## src/rtl/counter_ctrl_pkg.sv

```systemverilog
// Shared definitions for the counter-chain sequencer: FSM state codes,
// the internal button-event selector and the default debounce length.
package counter_ctrl_pkg;

    // FSM state codes, also driven out on the state port
    typedef enum logic [2:0] {
        IDLE  = 3'd0,
        RUN   = 3'd1,
        LAP   = 3'd2,
        PAUSE = 3'd3,
        CLEAR = 3'd4,
        LOAD  = 3'd5
    } state_t;

    // The single button event acted on in a cycle after priority selection
    typedef enum logic [2:0] {
        EV_NONE = 3'd0,
        EV_CLR  = 3'd1,
        EV_LOAD = 3'd2,
        EV_RUN  = 3'd3,
        EV_LAP  = 3'd4
    } event_t;

    // Default number of consecutive ce1ms pulses a new button level must hold
    localparam int DEB_MS_DEFAULT = 20;

endpackage

```

## src/rtl/counter_ctrl_btn_debounce.sv

```systemverilog
// One push-button path: two-flop synchroniser, ce1ms-paced debounce counter
// and a one-cycle press pulse on the debounced rising edge.
module btn_debounce #(
    parameter int DEB_MS = 20,
    parameter int DEB_W  = 5
) (
    input  logic clk,
    input  logic rst_n,
    input  logic ce1ms,
    input  logic raw,
    output logic press
);

    logic             sync1;
    logic             sync2;
    logic             level;
    logic [DEB_W-1:0] cnt;

    // Synchronise, count stable ms of a differing level, flip and flag a press
    always_ff @(posedge clk) begin
        if (!rst_n) begin
            sync1 <= 1'b0;
            sync2 <= 1'b0;
            level <= 1'b0;
            cnt   <= '0;
            press <= 1'b0;
        end else begin
            sync1 <= raw;
            sync2 <= sync1;
            press <= 1'b0;
            if (sync2 == level) begin
                cnt <= '0;
            end else if (ce1ms) begin
                if (cnt == DEB_W'(DEB_MS - 1)) begin
                    level <= ~level;
                    cnt   <= '0;
                    press <= ~level;
                end else begin
                    cnt <= cnt + 1'b1;
                end
            end
        end
    end

endmodule

```

## src/rtl/counter_ctrl.sv

```systemverilog
// Run/pause/clear/load sequencer for the four-stage counter chain. Debounces
// the four buttons, gates the count tick into the first stage, issues the
// clear/load strobes and freezes the displayed value in lap mode.
module counter_ctrl
    import counter_ctrl_pkg::*;
#(
    parameter int DEB_MS      = DEB_MS_DEFAULT,
    parameter int DEB_W       = 5,
    parameter bit STOP_ON_OVF = 1'b1
) (
    input  logic        clk,
    input  logic        rst_n,
    input  logic        ce1ms,
    input  logic        tick,
    input  logic        btn_run,
    input  logic        btn_clr,
    input  logic        btn_lap,
    input  logic        btn_load,
    input  logic [15:0] cnt_q,
    input  logic        cnt_ceo,
    output logic        cnt_ce,
    output logic        cnt_clr,
    output logic        cnt_load,
    output logic [15:0] disp_dat,
    output logic [2:0]  state,
    output logic        ovf
);

    state_t      cur;
    event_t      ev;
    logic [15:0] hold;
    logic        press_run;
    logic        press_clr;
    logic        press_lap;
    logic        press_load;
    logic        ovf_hit;

    btn_debounce #(.DEB_MS(DEB_MS), .DEB_W(DEB_W)) u_deb_run (
        .clk(clk), .rst_n(rst_n), .ce1ms(ce1ms), .raw(btn_run), .press(press_run)
    );
    btn_debounce #(.DEB_MS(DEB_MS), .DEB_W(DEB_W)) u_deb_clr (
        .clk(clk), .rst_n(rst_n), .ce1ms(ce1ms), .raw(btn_clr), .press(press_clr)
    );
    btn_debounce #(.DEB_MS(DEB_MS), .DEB_W(DEB_W)) u_deb_lap (
        .clk(clk), .rst_n(rst_n), .ce1ms(ce1ms), .raw(btn_lap), .press(press_lap)
    );
    btn_debounce #(.DEB_MS(DEB_MS), .DEB_W(DEB_W)) u_deb_load (
        .clk(clk), .rst_n(rst_n), .ce1ms(ce1ms), .raw(btn_load), .press(press_load)
    );

    // Pick the one event acted on this cycle: clr beats load beats run beats lap
    always_comb begin
        ev = EV_NONE;
        if (press_clr) begin
            ev = EV_CLR;
        end else if (press_load) begin
            ev = EV_LOAD;
        end else if (press_run) begin
            ev = EV_RUN;
        end else if (press_lap) begin
            ev = EV_LAP;
        end
    end

    assign ovf_hit = STOP_ON_OVF & tick & cnt_ceo;

    // Sequencer FSM with the sticky overflow flag and the lap hold register
    always_ff @(posedge clk) begin
        if (!rst_n) begin
            cur  <= IDLE;
            ovf  <= 1'b0;
            hold <= '0;
        end else begin
            case (cur)
                IDLE: begin
                    case (ev)
                        EV_CLR:  cur <= CLEAR;
                        EV_LOAD: cur <= LOAD;
                        EV_RUN:  cur <= RUN;
                        default: ;
                    endcase
                end
                RUN: begin
                    case (ev)
                        EV_CLR: cur <= CLEAR;
                        EV_RUN: cur <= PAUSE;
                        EV_LAP: begin
                            cur  <= LAP;
                            hold <= cnt_q;
                        end
                        default: begin
                            if (ovf_hit) begin
                                cur <= PAUSE;
                                ovf <= 1'b1;
                            end
                        end
                    endcase
                end
                LAP: begin
                    case (ev)
                        EV_CLR: cur <= CLEAR;
                        EV_RUN: cur <= PAUSE;
                        EV_LAP: cur <= RUN;
                        default: begin
                            if (ovf_hit) begin
                                cur <= PAUSE;
                                ovf <= 1'b1;
                            end
                        end
                    endcase
                end
                PAUSE: begin
                    case (ev)
                        EV_CLR:  cur <= CLEAR;
                        EV_LOAD: cur <= LOAD;
                        EV_RUN:  cur <= RUN;
                        default: ;
                    endcase
                end
                CLEAR: begin
                    cur  <= IDLE;
                    ovf  <= 1'b0;
                    hold <= '0;
                end
                LOAD: begin
                    cur <= PAUSE;
                end
                default: begin
                    cur <= IDLE;
                end
            endcase
        end
    end

    assign state    = cur;
    assign cnt_ce   = tick & ((cur == RUN) | (cur == LAP));
    assign cnt_clr  = (cur == CLEAR);
    assign cnt_load = (cur == LOAD);
    assign disp_dat = (cur == LAP) ? hold : cnt_q;

endmodule

```

## config.mk

```make
export PLATFORM = sky130hd
export DESIGN_NAME = counter_ctrl
export DESIGN_NICKNAME = d
export VERILOG_FILES = /design/src/rtl/counter_ctrl_pkg.sv /design/src/rtl/counter_ctrl_btn_debounce.sv /design/src/rtl/counter_ctrl.sv
export SDC_FILE = /design/constraint.sdc
export NUM_CORES = 1
export LEC_CHECK = 0
export CAP_MARGIN = 20
export CORE_ASPECT_RATIO = 0.8
export CORE_UTILIZATION = 56
export DETAILED_ROUTE_END_ITERATION = 8
export GPL_ROUTABILITY_DRIVEN = 0
export PLACE_DENSITY_LB_ADDON = 0.05
export SETUP_SLACK_MARGIN = 0.02
export SKIP_LAST_GASP = 1
export SLEW_MARGIN = 10
export SYNTH_ARGS = -nofsm -noshare
export SYNTH_HDL_FRONTEND = slang
export SYNTH_SLANG_ARGS = --single-unit
```

## constraint.sdc

```tcl
create_clock -name clk -period 3.23 [get_ports clk]
set_clock_uncertainty 0.05 [all_clocks]
set_input_delay 0.646 -clock clk [delete_from_list [all_inputs] [get_ports clk]]
set_output_delay 0.646 -clock clk [all_outputs]
set_load 0.01 [all_outputs]
```

==> results summary, run 1 <==
The area of the die is 4880 um^2. After synthesis, the cell types taking the most area are dfxtp_1 44%, mux2i_1 8.2%, mux2_2 7.0%, nor2_1 4.4%, nor2b_1 3.2%. After detailed routing, the number of vias per cell comes to approximately 5.3. The count of yosys warnings during synthesis is 0. In this run the register-to-register setup slack is between 1.5 and 2 ns. The share of the clock period used by the worst path after layout came out at about 90%.

The final instance area came out at 3190 um^2. The mean area per synthesized cell came out at about 9.6 um^2. The clock transition time at the flip-flop clock pins of the worst setup and hold paths is roughly 0.090 ns.

The number of rows created at floorplan came out at 21. The maximum number of pins on one net before global-route repair is 27. The worst setup path is launched from a flop. The synthesis-stage register bit count is 56. Setup total negative slack on the finished layout was measured at 0 ns. The library cells used most frequently in the layout, excluding fill and tap cells, are 56 x dfxtp_1, 47 x clkdlybuf4s50_1, 30 x nor2_1, 21 x mux2i_1. TritonCTS built the clock tree. The sequential cell area fraction in the yosys report came out at ~44%. Summed over its instances, the top area cell type makes up around 44% of the synthesized netlist area. The filler cell count in the final layout is 330. The number of maximum-capacitance violations came out at 0. The largest total area in the synthesized netlist belongs to dfxtp_1. The post-layout instance count excluding filler cells is about 370. Leaving out fill and tap cells, the most frequent cell in the layout is dfxtp_1.

The total length of routed wires is between 4000 and 5000 um. The count of port buffers added during placement came out at 47. The die span in y came out at ~63 um. The hold violation count in the final report came out at 0.

The clock net sink count is between 50 and 60. The final critical delay including setup and external delays came out at approximately 2.9 ns. The number of antenna repair diodes came out at 0.

The area growth from synthesis to layout is 23.7%. The via count of the first global-routing pass is approximately 1,900. The required arrival time at the worst endpoint is about 2.5 ns. The flow ran to the end, and the final reports show no timing, DRC or antenna violations. No sink is reached through more buffers than the 2 on the longest clock path. In the final design database the tool counted 345 nets.

The clock insertion delay at the later pin of the skew report came out at 0.30 ns. The gate count after technology mapping came out at 268. The hold buffer count at cts is 0. The overall die width is between 70 and 80 um. The total routing resource utilization after global routing is between 20% and 30%. The first TritonRoute pass finished after 4 iterations. Timing would allow up to around 340 MHz.

STA classifies the critical path endpoint as an output port. Setup repair after global routing left no endpoint under its margin. The worst vdd rail ir drop is around 0.32 mV.

The HPWL after detailed placement is 3460 um. The cell area after synthesis came out at 2580 um^2. For the pin with the worst max-slew slack, the measured transition is roughly 0.64 ns. The total setup violations reported at the end of the flow is 0. The number of gates resized after cts is 0. 48 I/O pins were placed.

The maximum level of the CTS H-tree is 2. The number of max-slew violations in the final report is 0. The min-delay analysis places its worst path in the category flop to flop. The number of antenna violations at the first check in global routing is 0. The placeable core region came out at between 4000 and 5000 um^2.

The number of setup buffers added after CTS is 0. The vias after detailed routing came out at roughly 2,000. The number of buffers created by CTS is 5.

For this configuration, the core starts out at a cell density of 59.8%. The worst-path maximum fanout came out at 15. The CTS root buffer is clkbuf_8.

The detail route stage leaves a number of antenna-violating nets equal to 0. Data arrives at the worst endpoint at approximately 2.2 ns. The relative slew slack is between 50 and 60%. The violation count after the first detailed-routing iteration came out at 64.

Summed over all cells, the static leakage comes to 1.26 nW. The instance count after placement with tap cells included is between 300 and 400. The post-route DRC violation count is 0. The placed instances occupy a cell area of just over 3000 um^2. Dividing the detail-routed wire length by the instance count gives between 10 and 15 um. The number of nets in the synthesized netlist came out at 297. The residual overflow from global routing came out at 0.

The setup path with the least slack is of type flop to output port. The wire length of the first global-routing pass is roughly 8200 um. The distinct cell type count of the synthesized netlist came out at 36.

The layout cell share with drive strength beyond 1 came out at under 10%. The power per unit of standard cell area came out at 384 nW/um^2.
-- path summary, 6_finish.rpt --
kind	startpoint	to	cells past startpoint
max	state[0]	disp_dat[10]	5
min	u_deb_run.sync1	u_deb_run.sync2	1
max reg2reg	state[0]	hold[4]	4
min reg2reg	u_deb_run.sync1	u_deb_run.sync2	1
-- power by group --
| part | total (mW) | leakage, nW | internal, mW | switching, mW |
|---|---|---|---|---|
| registers | 0.698 | 0.453 | 0.695 | 0.00312 |
| clock network | 0.430 | 0.0501 | 0.223 | 0.207 |
| logic | 0.0962 | 0.760 | 0.0610 | 0.0352 |
| total | 1.22 | 1.26 | 0.979 | 0.245 |
-- cells in the mapped netlist --
library cell  count
buf_6             2
o221ai_1          1
xnor2_1           5
nand2_1          16
or3b_1            2
o22ai_1           1
nor2_1           30
mux2i_1          21
buf_4             2
a21oi_1          13
nand4b_1          3
dfxtp_1          56
nor3b_1          10
mux2_2           16
nor3_1            8
and2_1           11
nand2b_1          6
o21ai_1           1
nor4b_4           1
a221oi_1          1
ha_1              4
o21bai_1          1
nand3b_1          3
inv_1             1
nand3_1           5
buf_2             4
xor2_1            9
clkbuf_1          3
nor2_2            2
o211ai_1          1
nand4_1           4
nand3_4           1
nor2b_1          13
a2111oi_0         1
nand4bb_1         1
o21ai_0           9
-- registers in the layout, summed over array words and instances (netlist names), 3 cells and up --
signal / flops
hold: 16
u_deb_clr.cnt: 5
state: 3
u_deb_load.cnt: 5
u_deb_run.cnt: 5
u_deb_lap.cnt: 5
-- cell type report --
class | instances | area (um^2) | area share [%]
multi-input combinational | 200 | 1380 | 43.4
sequential | 56 | 1120 | 35.2
timing repair buffer | 52 | 508 | 15.9
tap | 57 | 71.3 | 2.24
clock buffer | 5 | 68.8 | 2.16
clock inverter | 1 | 30.0 | 0.943
inverter | 1 | 3.75 | 0.118
-- metal layers --
layer  GRT usage (%)  routed length, um  vias to the layer above
li1                -                  -                     1022
met1            26.6               2250                      916
met2            36.5               2290                       36
met3            5.26                189                        5
met4            4.95                 24                        0
met5               0                  0                        -
-- worst max-delay path, stage by stage, from the launching register on --
cell,delay [ns]
dfxtp_1,0.44
nand2b_1,0.24
nor2_2,0.14
buf_4,0.26
mux2_2,0.36
clkdlybuf4s50_1,0.48
-- cells by family (layout without fill, tap and decap cells) --
group	after synthesis	after routing	synth area share, %
XOR/XNOR	14	14	4.76
flip-flops	56	56	43.5
adder cells (fa/ha/maj)	4	4	1.94
AO/OA/AOI/OAI	29	29	6.31
multiplexers	37	37	15.2
buffers and inverters	12	59	2.82
AND/OR/NAND/NOR	116	116	25.5
-- per-stage QoR --
| step | total power, mW | utilization (%) | worst slack (ns) | hold WS, ns |
|---|---|---|---|---|
| 5_1_grt | 1.28 | 73.9 | 0.186 | 0.406 |
| 6_report | 1.22 | 73.9 | 0.311 | 0.389 |
| 3_3_place_gp | 0.810 | 71.6 | 0.700 | 0.365 |
| 3_5_place_dp | 0.811 | 71.6 | 0.644 | 0.373 |
| 2_1_floorplan | 0.753 | - | 1.10 | 0.362 |
| 4_1_cts | 1.24 | 73.9 | 0.287 | 0.395 |
Note: power is estimated with default switching activity, not from simulation.
==> run 2, diff against run 1 <==
MAX_ROUTING_LAYER = met4   (was unset)
==> run 2 against run 1 <==
Against the previous run:
- first-iteration DRC count stayed put
- global-route usage is 0.58 points higher
- worst setup slack worse by 0.0031 ns
- sequential power hardly changed
- critical path depth stayed put
- core utilization stayed put
- non-clock buffer count stayed put
- fmax is 0.10% lower
- via count is 0.56% higher
- clock power hardly changed
- critical path type unchanged
- largest cell class unchanged
==> results summary, run 2 (synthesis results as in run 1) <==
The share of total power dissipated in the clock network is between 30% and 40%. Once layout is complete, the utilization of the core stands at between 70% and 80%. In the final timing run, aggregate negative setup slack is 0 ns.

The number of hold buffers added after CTS was 0. The number of antenna violations at the first check in global routing is 0. The total length of routed wires is about 4700 um. Dividing the detail-routed wire length by the instance count gives roughly 13 um. TritonCTS built the clock tree.

Measured along the y axis, the die boundary spans ~63 um. The number of maximum-capacitance violations is 0. On the critical path, the stage with the largest delay is an instance of clkdlybuf4s50_1. Of the total power, the share spent switching nets is roughly a fifth. The clock transition time at the flip-flop clock pins of the worst setup and hold paths is about 0.09 ns. The filler cell count in the final layout is 330. The instance count after placement with tap cells included is ~370. The switching power is about 0.25 mW.

The cell internal power dissipation came out at roughly 0.98 mW. The via count of the first global-routing pass came to about 1,900. The total routing resource utilization after global routing came out at roughly 22%. The wire length of the first global-routing pass came out at slightly above 8000 um. The number of buffers inserted to repair setup after CTS is 0. The residual overflow from global routing came out at 0.

The worst pin sits at a relative slew slack of about 57%. By startpoint and endpoint, the worst setup path is classified as flop to output port. For this block, the via count after detailed routing is between 1,500 and 2,000. The number of rows created at floorplan is 21. The root buffer cell chosen for the clock tree is clkbuf_8. The worst setup path is captured at an output port.

The post-route DRC violation count came out at 0. The register with the most flip-flops in the layout has 16 of them. The number of gates resized after cts came out at 0. Using the TritonRoute via totals, the vias-per-cell ratio works out to about 5.3. The share of the clock period used by the worst path after layout is 90.5%. The portion of total power attributed to sequential cells came out at a little under three fifths. The run finished with clean final reports.

The worst hold path belongs to the class flop to flop. The count of port buffers added during placement is 47. The post-route netlist has under 10% of its cells at a drive strength greater than 1. The number of buffers on the longest clock path is 2. The first TritonRoute pass finished after 4 iterations. The area growth from synthesis to layout came out at 23.7%. The critical path's largest stage delay came out at between 0.4 and 0.5 ns.

The post-layout instance count excluding filler cells came out at approximately 370. The total setup violations reported at the end of the flow came out at 0. The critical path data arrival time is between 2 and 2.5 ns. The worst-path maximum fanout came out at 15. The relative contribution of combinational cells to total power is ~7.9%. Based on the critical path, the design can be clocked at up to ~340 MHz.

The violation count after the first detailed-routing iteration came out at 64. The area of the die is roughly 4900 um^2. Summed over all cells, the static leakage comes to about 1.3 nW. The number of nets in the finished design is roughly 350. Entering global routing, the biggest net connects 27 pins.

In this run the register-to-register setup slack is between 1.5 and 2 ns. The overall die width came out at between 70 and 80 um. The number of max-slew violations in the final report is 0. The hold violation count in the final report is 0. Setup repair after global routing left no endpoint under its margin. The wire-length estimate of the detail-placed layout is roughly 3500 um. In the layout the commonest cells are 56 x dfxtp_1, 47 x clkdlybuf4s50_1, 30 x nor2_1, 21 x mux2i_1. The residual antenna-violating net count after detailed routing is 0. The number of buffers created by CTS is 5. The register ranked first by flip-flop count is hold.

STA classifies the critical path startpoint as a flop. The total area inside the core boundary comes to 4310 um^2. Data on the critical path is required at its endpoint by between 2 and 3 ns. The H-tree generated during clock tree synthesis spans 2 levels. The final critical delay including setup and external delays came out at roughly 2.9 ns. The worst vdd rail ir drop came out at approximately 0.32 mV. Dividing total power by cell area gives a power density of approximately 380 nW/um^2.

The number of antenna repair diodes is 0. The library cell used most frequently in the layout, excluding fill and tap cells, is dfxtp_1. The number of top-level pins came out at 48.

Traced cell by cell, the critical path runs through nand2b_1 -> nor2_2 -> buf_4 -> mux2_2 -> clkdlybuf4s50_1. The transition time at the pin with the least slew margin is approximately 0.65 ns. The clock insertion delay at the later pin of the skew report is 0.30 ns. The clock drives 56 sinks. The starting density of the core is 59.8%.
## run 2: layer usage
layer | track usage, % | vias up | wire [um] | share of wire [%]
met5 | - | - | 0 | 0
met4 | 4.95 | 0 | 18 | 0.38
met2 | 36.6 | 55 | 2280 | 48
met3 | 5.26 | 3 | 221 | 4.7
met1 | 26.4 | 913 | 2230 | 47
li1 | - | 1019 | - | -
## run 2: per-stage QoR
stage	hold WS (ns)	instance area, um^2	total power, mW	worst slack [ns]
after global placement	0.365	3090	0.810	0.700
after floorplan	0.362	2580	0.753	1.10
after detailed placement	0.373	3090	0.811	0.644
final	0.389	3190	1.22	0.308
after CTS	0.395	3190	1.24	0.287
after global routing	0.408	3190	1.28	0.186
## run 2: area by class of cell
type	count	area [um^2]	share of cell area, %
multi-input cells	200	1380	43.4
well taps	57	71.3	2.24
flip-flops and latches	56	1120	35.2
repair buffers	52	508	15.9
inverters	1	3.75	0.118
clock inverters	1	30.0	0.943
clock buffers	5	68.8	2.16
## run 2: worst paths after layout
| check | cells past startpoint | end | from |
|---|---|---|---|
| worst max register to register | 4 | hold[4] | state[0] |
| worst min register to register | 1 | u_deb_clr.sync2 | u_deb_clr.sync1 |
| worst min-delay path | 1 | u_deb_clr.sync2 | u_deb_clr.sync1 |
| worst max-delay path | 5 | disp_dat[10] | state[0] |
## run 2: power groups by stage
| stage | sequential, mW | combinational (mW) | clock [mW] |
|---|---|---|---|
| after global placement | 0.714 | 0.0956 | 0 |
| after floorplan | 0.714 | 0.0392 | 0 |
| after CTS | 0.699 | 0.0972 | 0.448 |
| after global routing | 0.699 | 0.104 | 0.472 |
| final | 0.698 | 0.0964 | 0.430 |
| after detailed placement | 0.715 | 0.0965 | 0 |
## run 2: worst max-delay path, delay by kind of cell (launching register included)
family                 cells  cell delay (ns)
AND/OR/NAND/NOR            2             0.38
flip-flops                 1             0.44
multiplexers               1             0.36
buffers and inverters      2             0.74
==> run 3, diff against run 2 <==
==> constraint.sdc (replaced) <==
create_clock -name clk -period 3.23 [get_ports clk]
set_clock_uncertainty 0.05 [all_clocks]
set_input_delay 0.4845 -clock clk [delete_from_list [all_inputs] [get_ports clk]]
set_output_delay 0.4845 -clock clk [all_outputs]
set_load 0.01 [all_outputs]
==> run 3 against run 2 <==
Against the previous run:
- first-iteration DRC count grew 13%
- sequential power is essentially flat
- cell area shrank 0.90%
- clock power shrank 11%
- worst hold slack gained 0.0025 ns
- flip-flop and latch count is the same
- critical path depth is the same
- critical endpoint unchanged
- final cell count is the same
- core utilization shrank 0.67 points
- register-to-register slack is essentially flat
- worst setup slack gained 0.17 ns
- via count shrank 1.8%
==> results summary, run 3 (synthesis results as in run 1) <==
In this run the worst hold path is classified as flop to flop. Clock tree synthesis inserted a total of 5 buffers. The flow ran to the end, and the final reports show no timing, DRC or antenna violations. The initial utilization of the core area, before any placement, comes to approximately three fifths. The top cell types in the final layout, fill and taps aside, are 56 x dfxtp_1, 47 x clkdlybuf4s50_1, 30 x nor2_1, 21 x mux2i_1. The maximum level of the CTS H-tree came out at 2.

After global routing the overflow that remains totals 0. The worst setup path is launched from a flop. The standard cell area after detailed placement came out at 3070 um^2.

The critical path data arrival time came out at around 2.2 ns. The via count of the first global-routing pass came out at 1,738. The overall die width came out at a little under 80 um.

From synthesis to final layout, the design area changed by 22.5%. The floorplan has 21 rows. The clock insertion delay at the later pin of the skew report came out at 0.31 ns. The worst hold path stage count came out at 1. After detailed routing, the total wire length is between 4000 and 5000 um.

The number of antenna violations at the first check in global routing is 0. Clock tree synthesis selected as its root buffer the cell clkbuf_8. The number of buffers on the longest clock path is 2.

The total setup violations reported at the end of the flow is 0. The switching power is 0.263 mW. On the critical path the largest part of the delay comes from buffers and inverters. In this run, the number of DRC markers left after iteration 0 of detailed routing was between 70 and 80. Detailed routing placed a total of 196 um of wire on met3. Once the clock tree was built, the setup fixing pass inserted 0 buffers. The number of nets in the finished design came out at ~340. The worst-path maximum fanout is 16. In this run the critical register-to-register path is launched from state[0]. The final critical delay including setup and external delays is 2.75 ns. The hold violation count in the final report came to 0. The number of max-slew violations in the final report is 0. The tree built by TritonCTS fans out to 56 sinks.

For hold timing, the worst endpoint is u_deb_lap.sync2. During placement, the flow inserted port buffers numbering between 40 and 50. The most common cell after layout, fill and taps aside is dfxtp_1.

The clock network power share came out at 32.4%. The maximum number of pins on one net before global-route repair came out at 23. The number of gates resized after cts is 0. The relative contribution of combinational cells to total power is ~8.2%.

In this run the critical register-to-register path is captured at hold[6]. The HPWL after detailed placement is between 3000 and 4000 um. The total buffers and inverters traversed by the critical path came out at 2. Setup repair after global routing left no endpoint under its margin. The met2 wire length came out at roughly 2100 um. The first global-routing pass estimated around 7900 um of wire. The number of antenna repair diodes is 0. The accumulated negative setup slack is 0 ns. The tool flagged a number of max-cap violations equal to 0. The die span in y came out at approximately 63 um. The final instance area is 3160 um^2. The detailed router placed roughly 2,000 vias in this run. The TritonCTS clock tree is done. The endpoint class of the critical path is an output port. The total routing resource utilization after global routing came out at 21.2%. In this run the most critical hold path is launched from u_deb_lap.sync1. The worst vdd rail ir drop is 0.339 mV. The hold buffer count at cts is 0. Data on the critical path is required at its endpoint by ~2.7 ns. The placeable core region came out at about 4300 um^2. The power per unit of standard cell area is 372 nW/um^2.

The slack of the worst reg-to-reg path came out at 1.52 ns. The share of the clock period used by the worst path after layout is 85.2%. Headroom to the max-slew limit came out at 59.9%. The met1 wire length came out at about 2200 um. The critical path's largest stage delay is about 0.59 ns. The post-route DRC violation count came out at 0.

The floorplan step defined a die boundary enclosing slightly below 5000 um^2. The register ranked first by flip-flop count is hold. The layout cell share with drive strength beyond 1 came out at around 9%.

After detailed routing, no signal wire sits above met4. The residual antenna-violating net count after detailed routing is 0. For this design, the slowest cell found on the critical path is dfxtp_1. The transition time at the pin with the least slew margin came out at 0.601 ns. Of the total power, registers draw 59.4%. The cell internal power dissipation came out at 0.912 mW.

The filler cell count in the final layout came out at 329. The cell depth of the worst flop-to-flop path came out at 4. Traced cell by cell, the critical path runs through nand2b_1 -> nor2_2 -> buf_4 -> mux2_2 -> clkdlybuf4s50_1. Using the TritonRoute via totals, the vias-per-cell ratio works out to around 5.3. Net switching is between 20% and 30% of the power.

The total leakage power came out at between 1 and 1.5 nW. The critical path class is flop to output port. The number of optimization iterations in the first detailed-route pass is 4. The maximum achievable frequency is 363 MHz. The number of flip-flops under the largest register name came out at 16. Clock-pin slew was measured on the worst setup and hold paths at about 0.09 ns. The number of top-level pins is 48. The final routed wire length divided by cell count is between 10 and 15 um.
[run 3: stage by stage]
| stage | instances | power (mW) | worst slack [ns] | util, % | hold WS, ns |
|---|---|---|---|---|---|
| 2_1_floorplan | 268 | 0.753 | 1.27 | - | 0.362 |
| 3_3_place_gp | 364 | 0.810 | 0.867 | 71.3 | 0.365 |
| 3_5_place_dp | 364 | 0.811 | 0.837 | 71.3 | 0.372 |
| 4_1_cts | 372 | 1.19 | 0.483 | 73.3 | 0.395 |
| 5_1_grt | 372 | 1.23 | 0.304 | 73.3 | 0.408 |
| 6_report | 372 | 1.17 | 0.478 | 73.3 | 0.392 |
[run 3: cell type report]
type | instances | area (um^2) | share of cell area (%)
Clock buffer | 7 | 76.3 | 2.42
Sequential cell | 56 | 1120 | 35.5
Tap cell | 57 | 71.3 | 2.26
Multi-Input combinational cell | 200 | 1380 | 43.8
Clock inverter | 1 | 8.76 | 0.277
Inverter | 1 | 3.75 | 0.119
Timing Repair Buffer | 50 | 493 | 15.6
[run 3: worst max-delay path by stage]
| stage | from | end | cells past startpoint |
|---|---|---|---|
| after floorplan | state[1] | disp_dat[10] | 5 |
| after global placement | state[1] | disp_dat[8] | 5 |
| after detailed placement | state[1] | disp_dat[3] | 5 |
| after CTS | state[1] | disp_dat[3] | 5 |
| after global routing | state[1] | disp_dat[8] | 5 |
| final | state[1] | disp_dat[10] | 5 |
[run 3: metal layers]
| metal | vias up | global-route usage [%] |
|---|---|---|
| li1 | 1015 | - |
| met1 | 896 | 26.4 |
| met2 | 41 | 32.4 |
| met3 | 2 | 6.42 |
| met4 | 0 | 7.78 |
| met5 | - | - |
[run 3: power groups by stage]
stage | logic [mW] | registers [mW] | clock network (mW)
detailed placement | 0.0960 | 0.715 | 0
CTS | 0.0967 | 0.699 | 0.390
global route | 0.104 | 0.700 | 0.422
finish | 0.0959 | 0.698 | 0.381
floorplan | 0.0392 | 0.714 | 0
global placement | 0.0953 | 0.714 | 0
